==> src/rtl/basilisk_writeback.sv <==
// Return-path collector for the basilisk FPU: round-robin merge of per-unit result
// streams onto the float register-file write port, with scoreboard release, sticky fflags and in-flight tracking.
module basilisk_writeback #(
    parameter int NUM_SOURCES     = 4,
    parameter int ADDR_WIDTH      = 5,
    parameter int DATA_WIDTH      = 32,
    parameter int FLAGS_WIDTH     = 5,
    parameter int MAX_OUTSTANDING = 8
) (
    input  logic                               clk,
    input  logic                               rst_n,
    input  logic [NUM_SOURCES-1:0]             src_valid,
    output logic [NUM_SOURCES-1:0]             src_ready,
    input  logic [NUM_SOURCES*ADDR_WIDTH-1:0]  src_dest,
    input  logic [NUM_SOURCES*DATA_WIDTH-1:0]  src_data,
    input  logic [NUM_SOURCES*FLAGS_WIDTH-1:0] src_flags,
    input  logic                               issue_valid,
    output logic                               issue_ready,
    output logic                               rf_write_enable,
    output logic [ADDR_WIDTH-1:0]              rf_write_addr,
    output logic [DATA_WIDTH-1:0]              rf_write_data,
    output logic                               sb_clear_valid,
    output logic [ADDR_WIDTH-1:0]              sb_clear_addr,
    output logic [FLAGS_WIDTH-1:0]             fflags,
    input  logic                               fflags_write,
    input  logic [FLAGS_WIDTH-1:0]             fflags_wdata,
    output logic                               idle
);

    localparam int CNT_W = $clog2(MAX_OUTSTANDING + 1);
    localparam int PTR_W = (NUM_SOURCES > 1) ? $clog2(NUM_SOURCES) : 1;

    logic [PTR_W-1:0]       rr_ptr;
    logic [PTR_W-1:0]       gnt_idx;
    logic [PTR_W-1:0]       scan_idx;
    logic                   grant;
    logic [ADDR_WIDTH-1:0]  sel_dest;
    logic [DATA_WIDTH-1:0]  sel_data;
    logic [FLAGS_WIDTH-1:0] sel_flags;
    logic [FLAGS_WIDTH-1:0] fflags_base;
    logic [CNT_W-1:0]       inflight;
    logic                   issue_fire;

    // Scan starts at the pointer so the most recently served source is checked last.
    always_comb begin
        grant     = 1'b0;
        gnt_idx   = '0;
        scan_idx  = '0;
        src_ready = '0;
        sel_dest  = '0;
        sel_data  = '0;
        sel_flags = '0;
        for (int unsigned k = 0; k < NUM_SOURCES; k++) begin
            scan_idx = PTR_W'((32'(rr_ptr) + k) % NUM_SOURCES);
            if (!grant && rst_n && src_valid[scan_idx]) begin
                grant               = 1'b1;
                gnt_idx             = scan_idx;
                src_ready[scan_idx] = 1'b1;
                sel_dest  = src_dest[scan_idx*ADDR_WIDTH +: ADDR_WIDTH];
                sel_data  = src_data[scan_idx*DATA_WIDTH +: DATA_WIDTH];
                sel_flags = src_flags[scan_idx*FLAGS_WIDTH +: FLAGS_WIDTH];
            end
        end
    end

    always_comb begin
        fflags_base = fflags_write ? fflags_wdata : fflags;
        issue_ready = (inflight < CNT_W'(MAX_OUTSTANDING)) || grant;
        issue_fire  = issue_valid && issue_ready;
    end

    always_ff @(posedge clk or negedge rst_n) begin
        if (!rst_n) begin
            rr_ptr          <= '0;
            rf_write_enable <= 1'b0;
            rf_write_addr   <= '0;
            rf_write_data   <= '0;
            fflags          <= '0;
            inflight        <= '0;
        end else begin
            rf_write_enable <= grant;
            fflags          <= fflags_base | sel_flags;
            if (grant) begin
                rf_write_addr <= sel_dest;
                rf_write_data <= sel_data;
                rr_ptr        <= (gnt_idx == PTR_W'(NUM_SOURCES - 1)) ? '0 : gnt_idx + 1'b1;
            end
            // A retire against an empty count is a protocol error; hold at zero rather than wrap.
            if (issue_fire && !grant)
                inflight <= inflight + 1'b1;
            else if (grant && !issue_fire && inflight != '0)
                inflight <= inflight - 1'b1;
        end
    end

    assign sb_clear_valid = rf_write_enable;
    assign sb_clear_addr  = rf_write_addr;
    assign idle           = (inflight == '0) && !rf_write_enable;

    retire_without_issue : assert property (@(posedge clk) disable iff (!rst_n)
        !(grant && inflight == '0));

endmodule

==> config.mk <==
export PLATFORM = sky130hd
export DESIGN_NAME = basilisk_writeback
export DESIGN_NICKNAME = d
export VERILOG_FILES = /design/src/rtl/basilisk_writeback.sv
export SDC_FILE = /design/constraint.sdc
export NUM_CORES = 1
export LEC_CHECK = 0
export CORE_MARGIN = 1.5
export CORE_UTILIZATION = 47
export DETAILED_ROUTE_END_ITERATION = 10
export GPL_TIMING_DRIVEN = 0
export PLACE_DENSITY = 0.83
export SLEW_MARGIN = 20
export SYNTH_ARGS = -nofsm -noshare
export SYNTH_HDL_FRONTEND = slang
export SYNTH_SLANG_ARGS = --single-unit
==> constraint.sdc <==
create_clock -name clk -period 4.6 [get_ports clk]
set_input_delay 0.69 -clock clk [delete_from_list [all_inputs] [get_ports clk]]
set_output_delay 0.69 -clock clk [all_outputs]
set_load 0.05 [all_outputs]
==> metrics.txt <==
result of the run=completed; maximum clock path buffer count=2; Clk pwr share=under 10%; largest net degree at the start of global routing=between 50 and 60; number of buffers created by CTS=5; share of cells above drive strength 1=between 10% and 20%; class of the tightest hold or removal check=in -> async; Synth Area in Simple Gates=roughly 6.0%; total instance count after detailed placement=between 1000 and 1500; number of design rule violations left after detail routing=0; synth unique cells=42; Top FF cell, synth=sky130_fd_sc_hd__dfrtp_1; depth of the most critical reg-to-reg path=13; slew of the pin with the lowest slew margin=approximately 0.87 ns; final design utilization=between 60% and 70%; Period Utilization, post-route=a little over nine tenths; count of maximum capacitance violations=0; unrepaired setup endpoints after global routing=no; Final Critical Period=approximately 4.4 ns; top fanout value on the critical path=11; Setup crit end=src_ready[2]; cell-internal power=around 3.5 mW; Max-slew headroom=about 42%; crit path capture type=primary output; Switching Share=between 50% and 60%; chip height=~120 µm; number of top-level pins=between 200 and 250; effective utilization at floorplan=between 40 and 50%; async set-or-reset flop fraction in the synthesized netlist=100.0%; Root Buffer Master=sky130_fd_sc_hd__clkbuf_16; power per standard cell area=765.6 nW/µm²; relative area change from synthesis to final layout=39.80%; most common cell after layout, fill and taps aside=sky130_fd_sc_hd__clkdlybuf4s50_1; critical path data arrival time=about 3.7 ns; global routing usage summed across all routing layers=32.30%; post-detailed-route via-to-cell ratio=6.992; launching point of the worst reg2reg path=rr_ptr[1]; Synth Area per Inst=~11 µm²; Final ANT Viol Nets=0; Compound-Gate Fraction of Synth Area=21.17%; number of flops mapped to enable cells by yosys=0; clock net sink count=between 40 and 50; maximum level of the CTS H-tree=2; combinational group share of total power=around 83%; Routed WL per cell=about 23 µm; non-filler instance count after layout=1052; launching instance or port of the critical path=rr_ptr[1]; count of port buffers added during placement=between 200 and 250; kind of critical path=reg -> out; via count=between 7000 and 8000; vias in the first global route=7291; most frequent cells in the layout=229 x sky130_fd_sc_hd__clkdlybuf4s50_1, 108 x sky130_fd_sc_hd__mux2i_1, 89 x sky130_fd_sc_hd__mux4_2; clock latency of the later-clocked register in the worst-skew pair=0.30 ns; Crit path required time=3.91 ns; Net Switching=between 3 and 4 mW; Congestion Overflow GR=0; YS warnings=0; Pins Over Slew Limit=0; global-route wire length before repair=about 38 mm; Worst Skew=about 0.0088 ns; Leak Pwr=around 3.6 nW; first-pass detailed-route iteration total=7; antenna diode instance count=0; main combinational cell family by area after synthesis=multiplexers; post-layout power=about 7.3 mW; total number of placement rows=43; DRC marker count from the first detailed-route iteration=857; sequential share of the synthesized area=18.08%; crit path cell chain=buf_2 -> clkinv_1 -> clkbuf_2 -> ha_1 -> mux4_2 -> and2_1 -> buf_2 -> buf_2 -> a222oi_1 -> nand2_1 -> buf_2; worst voltage drop across the vdd grid=around 0.40 mV; mux share of post-synthesis cell area=between 40% and 50%; Final HPWL DP=approximately 19 mm; Post-Synth Adder-Cell Area=under 10%; sequential share of power=a little under an eighth; slowest cell on the critical path=sky130_fd_sc_hd__mux4_2; final-stage net count=1060; Top cell by count, worst path=sky130_fd_sc_hd__buf_2; xor-xnor portion of the synthesized cell area=less than 1%; r2r setup slk=0.40 ns; filler cell count in the final layout=about 1100; flop and latch count out of synthesis=49; cell count after synthesis=632; area used by multi-input combinational logic=5152 µm²; CTS tree=yes; Routed WL=24.70 mm; syn_nets=820; width of the chip=between 100 and 150 µm; clock transition at the registers of the reported paths=~0.070 ns; Worst setup SP type=register; Setup violations, final=0; Max stage delay on crit path=between 0.5 and 0.6 ns; synthesized area=~6800 µm²; Max Freq=around 230 MHz; final weighted congestion of routability-driven global placement=0.9265; Final Hold Violating Endpoints=0; core outline area=around 14000 µm²; Reg2Reg Capture Point=inflight[3]; initial antenna violation count=0; die area=~15000 µm²; area taken by flip-flops and latches=roughly 1200 µm²
[power by group through the flow]
stage / Combinational (mW) / Sequential (mW) / Clock [mW]
detailed placement: 5.98 / 0.836 / 0
CTS: 5.98 / 0.838 / 0.392
finish: 6.02 / 0.843 / 0.389
global route: 6.41 / 0.863 / 0.404
global placement: 5.86 / 0.839 / 0
floorplan: 3.79 / 1.45 / 0
[registers in the layout, indices dropped and copies added, names as in the netlist, named ones only]
signal and flops:
rf_write_addr 5, fflags 5, rf_write_enable 1, rf_write_data 32, inflight 4, rr_ptr 1
[per-stage QoR]
step                      cell area [µm²]  setup TNS [ns]  setup WS (ns)  hold slack, ns
after floorplan                      6780               0         0.6649          0.3944
after global placement               9358          -18.34         -1.618          0.5287
after detailed placement             9355          -2.238        -0.5332          0.5461
after CTS                            9500               0       0.001901          0.4659
after global routing                 9479               0        0.01005          0.4944
final                                9479               0         0.1898          0.4390
[worst max-delay path: cells and delay by family (launching register included)]
kind / cells / cell delay, ns
compound gates: 1 / 0.31
buf+inv: 6 / 1.49
flops: 1 / 0.38
fa+ha+maj: 1 / 0.41
simple gates: 2 / 0.25
mux: 1 / 0.58
[cells in the mapped netlist (all sizes together) (5+ instances only)]
library cell / number / area, µm²
mux4: 89 / 2004
clkbuf: 27 / 101.4
a31oi: 18 / 112.6
o211ai: 13 / 97.59
o21ai: 21 / 105.1
mux2: 9 / 101.4
dfrtp: 49 / 1226
o22ai: 19 / 118.9
nand2: 44 / 165.2
o221ai: 68 / 595.6
ha: 6 / 75.07
a221oi: 5 / 43.79
a221o: 25 / 250.2
a21oi: 5 / 28.78
mux2i: 108 / 1081
buf: 53 / 282.8
nor2: 41 / 153.9
[worst min-delay path by stage]
| stage | slack [ns] | endpoint | startpoint | cells after the start |
|---|---|---|---|---|
| detailed placement | 0.55 | rf_write_data[18] | rf_write_data[18] | 2 |
| global route | 0.49 | inflight[3] | rst_n | 1 |
| global placement | 0.53 | rf_write_data[25] | rf_write_data[25] | 2 |
| finish | 0.44 | inflight[3] | rst_n | 1 |
| CTS | 0.47 | inflight[3] | rst_n | 1 |
| floorplan | 0.39 | async pin | rst_n | 0 |
[routing by layer]
metal	wire, µm	track usage (%)	share of wire (%)	vias to the layer above
met4	584	11.78	2.4	0
met2	12120	53.65	49	533
met3	2824	6.919	11	57
met5	0	0	0	-
met1	9178	41.69	37	3607
li1	-	-	-	3159
[kinds of logic after synthesis]
| logic type | count (synthesis) |
|---|---|
| mux | 206 |
| compound gates | 183 |
| simple gates | 99 |
| buf+inv | 85 |
| flops | 49 |
| fa+ha+maj | 7 |
| xor+xnor | 3 |
[repair_timing]
action | 4_1_cts | 5_1_grt
gates resized for setup | 14 | 15
hold buffers | 0 | 0
setup buffers | 0 | 0
setup endpoints to repair | 5 | 5
[layout make-up]
type	count	area share (%)
well taps	180	2.376
flip-flops and latches	49	12.95
multi-input cells	498	54.36
clock inverters	1	0.07920
inverters	5	0.1980
repair buffers	235	24.52
plain buffers	78	4.052
clock buffers	6	1.465
Note: power is estimated with default switching activity, not from simulation.
==> patch 1 (same settings) <==
The parameter `FLAGS_WIDTH` goes from 5 to 10.
--- a/src/rtl/basilisk_writeback.sv
+++ b/src/rtl/basilisk_writeback.sv
@@ -5,5 +5,5 @@
     parameter int ADDR_WIDTH      = 5,
     parameter int DATA_WIDTH      = 32,
-    parameter int FLAGS_WIDTH     = 5,
+    parameter int FLAGS_WIDTH     = 10,
     parameter int MAX_OUTSTANDING = 8
 ) (
Ports: changed (resized fflags, fflags_wdata and src_flags); port bits go from 236 to 266. The function was not compared with the original's and may differ.
==> patch 1 against the unedited design <==
  * Synthesized cell count increased by 10%
  * Sequential cell count increased by 5
  * Die area increased by 19%
  * Synthesized area increased by 20%
  * Total power increased by 14%
  * Critical path type unchanged
  * Non-clock buffer count increased by 36
  * Utilization decreased by 0.56 points
  * Worst setup slack got worse by 0.014 ns
  * Hold slack got worse by 0.20 ns
  * Wire length increased by 26%
  * Register-to-register slack improved by 0.12 ns
  * Design area increased by 18%
==> patch 1: results <==
metrics = {
    "placed_design": {
        "dp_hpwl_mm": 23.2,
        "globalplace.congestion": 0.908,
        "dp_slack_ns": -1.62,
        "port-buffer-count": 263,
    },
    "yosys": {
        "synth.top_cells.by_count": "170 x mux4_2, 98 x nand2_1, 54 x dfrtp_1",
        "ys_seq_area_frac": 0.167,
        "muxShareOfSynthArea": 0.520,
        "syn-mean-instance-area_um2": 11.6,
        "synthAdderAreaFrac": 0.0117,
        "synth_async_sr_flop_share": 1.00,
        "netlist_top_cells_area": "mux4_2 47%, dfrtp_1 17%, nand2_1 4.5%",
        "synth_nets": 911,
        "synth_compound_area_frac": 0.145,
        "synthDistinctLibCells": 56,
        "ys.flop_type": "dfrtp_1",
        "synth_xor_area_frac": 0.00216,
    },
    "sta": {
        "skew_ns": 0.00261,
        "finalCriticalPeriod_ns": 4.42,
        "tightestPinTransition_ns": 0.986,
    },
    "worst_setup_path": {
        "ff2ff_setup_slack_ns": 0.52,
        "path_max_fanout": 28,
        "critPathTopFamily": "buffers and inverters",
        "setup.worst_path.end": "src_ready[2]",
        "timing.critical_path.arrival_ns": 3.73,
        "reg2reg_depth": 15,
        "worstSetupPathType": "reg -> out",
        "worstReg2RegEnd": "inflight[3]",
        "cp_slowest_stage_delay_ns": 0.59,
    },
    "final_layout": {
        "antennaDiodeCount": 0,
        "fin_cells": 1191,
        "drive_gt1_frac": 0.258,
        "reg_top3": "rf_write_data x32, fflags x10, rf_write_addr x5",
    },
    "power": {
        "internal-power_w": 0.00411,
        "ir_worst_vdd_v": 0.000331,
        "p_leak_nw": 4.12,
    },
    "routing": {
        "drt_first_iter_violations": 1080,
        "drt_wl_total_mm": 31.1,
        "vias": 8646,
        "drt_first_pass_iters": 5,
    },
    "global_routing": {
        "grt_max_degree": 46,
        "grt_use_met1": 0.429,
        "grtUsageMet3": 0.0915,
        "antenna_found_initial": 1,
        "grt_usage": 0.344,
        "use_met2": 0.546,
        "grt_pass1_wl_mm": 47.0,
    },
    "die": {
        "core_um2": 16700,
    },
    "run_status": {
        "status": "completed",
    },
    "clocking": {
        "cts.reportedPaths.clkPinSlew_ns": 0.08,
        "cts_root_buffer": "clkbuf_16",
        "clock_tree.buffer_depth": 2,
        "h-tree-depth": 2,
        "insertion_delay_ns": 0.32,
    },
}
## patch 1: timing repair
action / CTS / global route
hold buffers: 0 / 0
pin swaps: 1 / 0
setup buffers: 1 / 2
setup endpoints to repair: 56 / 5
resized for setup: 17 / 4
hold endpoints to repair: 0 / 0
## patch 1: final cells by class
type | instances | area [um2]
multi-input combinational | 554 | 6290
fill | 1242 | 5480
timing repair buffer | 267 | 2680
sequential | 54 | 1350
buffer | 82 | 454
tap | 220 | 275
clock buffer | 7 | 143
inverter | 6 | 22.5
clock inverter | 1 | 5.00
## patch 1: routing by layer
metal  vias up  part of all wire
li1       3494                 -
met1      4191              0.34
met5         -           0.00042
met2       824              0.48
met3       135              0.13
met4         2             0.051
## patch 1: worst min-delay path by stage
stage,startpoint,endpoint,slack (ns),cells past startpoint
finish,rst_n,fflags[4],0.23,1
global route,rst_n,fflags[6],0.25,1
CTS,rst_n,fflags[6],0.24,1
detailed placement,fflags[2],fflags[2],0.49,2
global placement,fflags[1],fflags[1],0.49,2
floorplan,rst_n,asynchronous set/reset pin,0.39,0
## patch 1: logic make-up after synthesis
logic type,Yosys count
AO/OA/AOI/OAI,171
XOR/XNOR,2
adder cells (fa/ha/maj),7
buffers and inverters,90
flip-flops,54
multiplexers,207
AND/OR/NAND/NOR,167
## patch 1: stage by stage
stage               hold WS, ns  instance area [um2]  TNS [ns]
global route              0.246                11200         0
finish                    0.235                11200         0
CTS                       0.242                11200         0
floorplan                 0.394                 8110         0
detailed placement        0.491                11000    -17.80
global placement          0.492                11000    -45.85
## patch 1: power groups by stage
stage	clock network (W)	registers (W)	logic, W
floorplan	0	0.00160	0.00430
global placement	0	0.000921	0.00666
CTS	0.000427	0.000917	0.00683
finish	0.000424	0.000923	0.00691
global route	0.000439	0.000944	0.00727
detailed placement	0	0.000918	0.00681
==> patch 2 (same settings) <==
Made on the original files. Register the output `fflags` once more, without a reset; this adds one clock of latency there. The other outputs are not delayed to match.
--- a/src/rtl/basilisk_writeback.sv
+++ b/src/rtl/basilisk_writeback.sv
@@ -30,4 +30,6 @@
     localparam int CNT_W = $clog2(MAX_OUTSTANDING + 1);
     localparam int PTR_W = (NUM_SOURCES > 1) ? $clog2(NUM_SOURCES) : 1;
+
+    logic [FLAGS_WIDTH-1:0] fflags_s0;
 
     logic [PTR_W-1:0]       rr_ptr;
@@ -65,5 +67,5 @@
 
     always_comb begin
-        fflags_base = fflags_write ? fflags_wdata : fflags;
+        fflags_base = fflags_write ? fflags_wdata : fflags_s0;
         issue_ready = (inflight < CNT_W'(MAX_OUTSTANDING)) || grant;
         issue_fire  = issue_valid && issue_ready;
@@ -76,9 +78,9 @@
             rf_write_addr   <= '0;
             rf_write_data   <= '0;
-            fflags          <= '0;
+            fflags_s0       <= '0;
             inflight        <= '0;
         end else begin
             rf_write_enable <= grant;
-            fflags          <= fflags_base | sel_flags;
+            fflags_s0       <= fflags_base | sel_flags;
             if (grant) begin
                 rf_write_addr <= sel_dest;
@@ -101,4 +103,8 @@
         !(grant && inflight == '0));
 
+    always_ff @(posedge clk) begin
+        fflags <= fflags_s0;
+    end
+
 endmodule
 
Check against the original RTL: not equivalent (a bounded check fails within 4 cycles, from zero or initial values and one cycle with rst_n low).
==> patch 2 against the unedited design <==
  * Total power decreased by 6.4%
  * Synthesized area grew 6.4%
  * Sequential cell count up 5
  * Critical endpoint is now src_ready[1]
  * Largest cell class unchanged
  * Register-to-register slack gained 0.69 ns
  * Via count rose by 3.3%
  * Design area is 5.4% higher
  * Die area rose by 6.2%
  * Worst setup slack worse by 0.084 ns
  * Largest power group unchanged
  * Wire length up 7.9%
==> patch 2: results <==
metrics = {
    "run_status": {
        "status": "completed",
    },
    "worst_setup_path": {
        "worstReg2RegEnd": "rf_write_data[26]",
        "reg2reg_depth": 12,
        "timing.critical_path.arrival_ns": 3.80,
        "slowest_stage": "mux4_2",
        "cp_slowest_stage_delay_ns": 0.58,
        "ff2ff_setup_slack_ns": 1.09,
        "path_max_fanout": 10,
    },
    "placed_design": {
        "dpl.cell_count": 1070,
        "dp_hpwl_mm": 19.9,
        "port-buffer-count": 233,
        "globalplace.congestion": 0.941,
    },
    "sta": {
        "skew_ns": 0.00579,
        "drv_slew": 0,
        "tightestPinTransition_ns": 0.768,
    },
    "routing": {
        "via_per_inst": 7.03,
        "vias": 7602,
        "drt_first_pass_iters": 5,
        "drt_first_iter_violations": 961,
        "wl_per_cell_um": 24.6,
    },
    "yosys": {
        "synthDistinctLibCells": 58,
        "ys_seq_area_frac": 0.184,
        "synth_nets": 836,
        "yosysWarnings": 0,
        "synth.top_cells.by_count": "109 x mux4_2, 65 x nand2_1, 52 x mux2i_1",
        "synth_async_sr_flop_share": 0.907,
        "syn-mean-instance-area_um2": 11.1,
        "netlist_top_cells_area": "mux4_2 34%, dfrtp_1 17%, mux2i_1 7.2%",
    },
    "final_layout": {
        "largest_reg_flops": 32,
        "n_fill_cell": 1160,
        "drive_gt1_frac": 0.253,
    },
    "global_routing": {
        "grt_max_degree": 40,
        "grt_pass1_wl_mm": 40.6,
        "grt_pass1_vias": 7449,
        "grt_usage": 0.324,
        "antenna_found_initial": 1,
    },
    "power": {
        "ir_worst_vdd_v": 0.000344,
        "p_leak_nw": 3.75,
    },
    "clocking": {
        "clock_tree.buffer_depth": 2,
        "h-tree-depth": 2,
        "insertion_delay_ns": 0.31,
    },
}
patch 2: how the worst max path moves through the flow:
| stage | endpoint | start | cells after the start | slack, ns |
|---|---|---|---|---|
| floorplan | src_ready[1] | flip-flop | 12 | 0.84 |
| global placement | src_ready[2] | rst_n | 10 | -1.90 |
| detailed placement | src_ready[3] | rr_ptr[1] | 12 | -0.37 |
| CTS | src_ready[1] | flip-flop | 13 | -0.03 |
| global route | src_ready[1] | flip-flop | 13 | 0.03 |
| finish | src_ready[1] | flip-flop | 13 | 0.11 |
patch 2: timing repair:
action / 4_1_cts / 5_1_grt
gates resized for setup: 15 / 16
buffers inserted: 3 / 0
setup endpoints to repair: 4 / 5
patch 2: power breakdown:
part | internal (W) | leakage (nW) | total (W) | switching, W
combinational | 0.00252 | 3.05 | 0.00550 | 0.00298
sequential | 0.000707 | 0.617 | 0.000872 | 0.000165
clock | 0.000208 | 0.0748 | 0.000426 | 0.000217
patch 2: logic make-up after synthesis:
logic type      share of synthesized area
mux                                 0.473
compound gates                      0.174
xor+xnor                          0.00486
fa+ha+maj                          0.0132
flops                               0.184
simple gates                       0.0864
buf+inv                            0.0649
patch 2: routing by layer:
metal	GRT usage	wire (um)	part of all wire
met1	0.406	9580	0.36
met2	0.554	13200	0.50
met3	0.0658	2890	0.11
met4	0.126	936	0.035
met5	0	0	0
patch 2: layout make-up:
cell class	instances	area (um2)	share of cell area
Antenna cell	1	2.50	0.000250
Buffer	80	457	0.0457
Clock buffer	5	125	0.0125
Clock inverter	3	26.3	0.00263
Inverter	7	26.3	0.00263
Multi-Input combinational cell	507	5430	0.543
Sequential cell	54	1330	0.133
Tap cell	188	235	0.0235
Timing Repair Buffer	237	2360	0.237
patch 2: critical path, delay by kind of cell (launching register included):
kind | cells | cell delay (ns)
muxes | 1 | 0.58
and+or+nand+nor | 2 | 0.31
adders and majority gates | 1 | 0.41
buffers and inverters | 8 | 1.46
DFF | 1 | 0.39
AOI/OAI and AO/OA | 1 | 0.34
patch 2: stage by stage:
stage / instance area [um2] / worst slack [ns] / hold WS (ns)
after floorplan: 7210 / 0.842 / 0.347
after global placement: 9780 / -1.90 / 0.350
after detailed placement: 9800 / -0.371 / 0.354
after CTS: 9990 / -0.0303 / 0.252
after global routing: 9990 / 0.0265 / 0.259
final: 9990 / 0.106 / 0.245
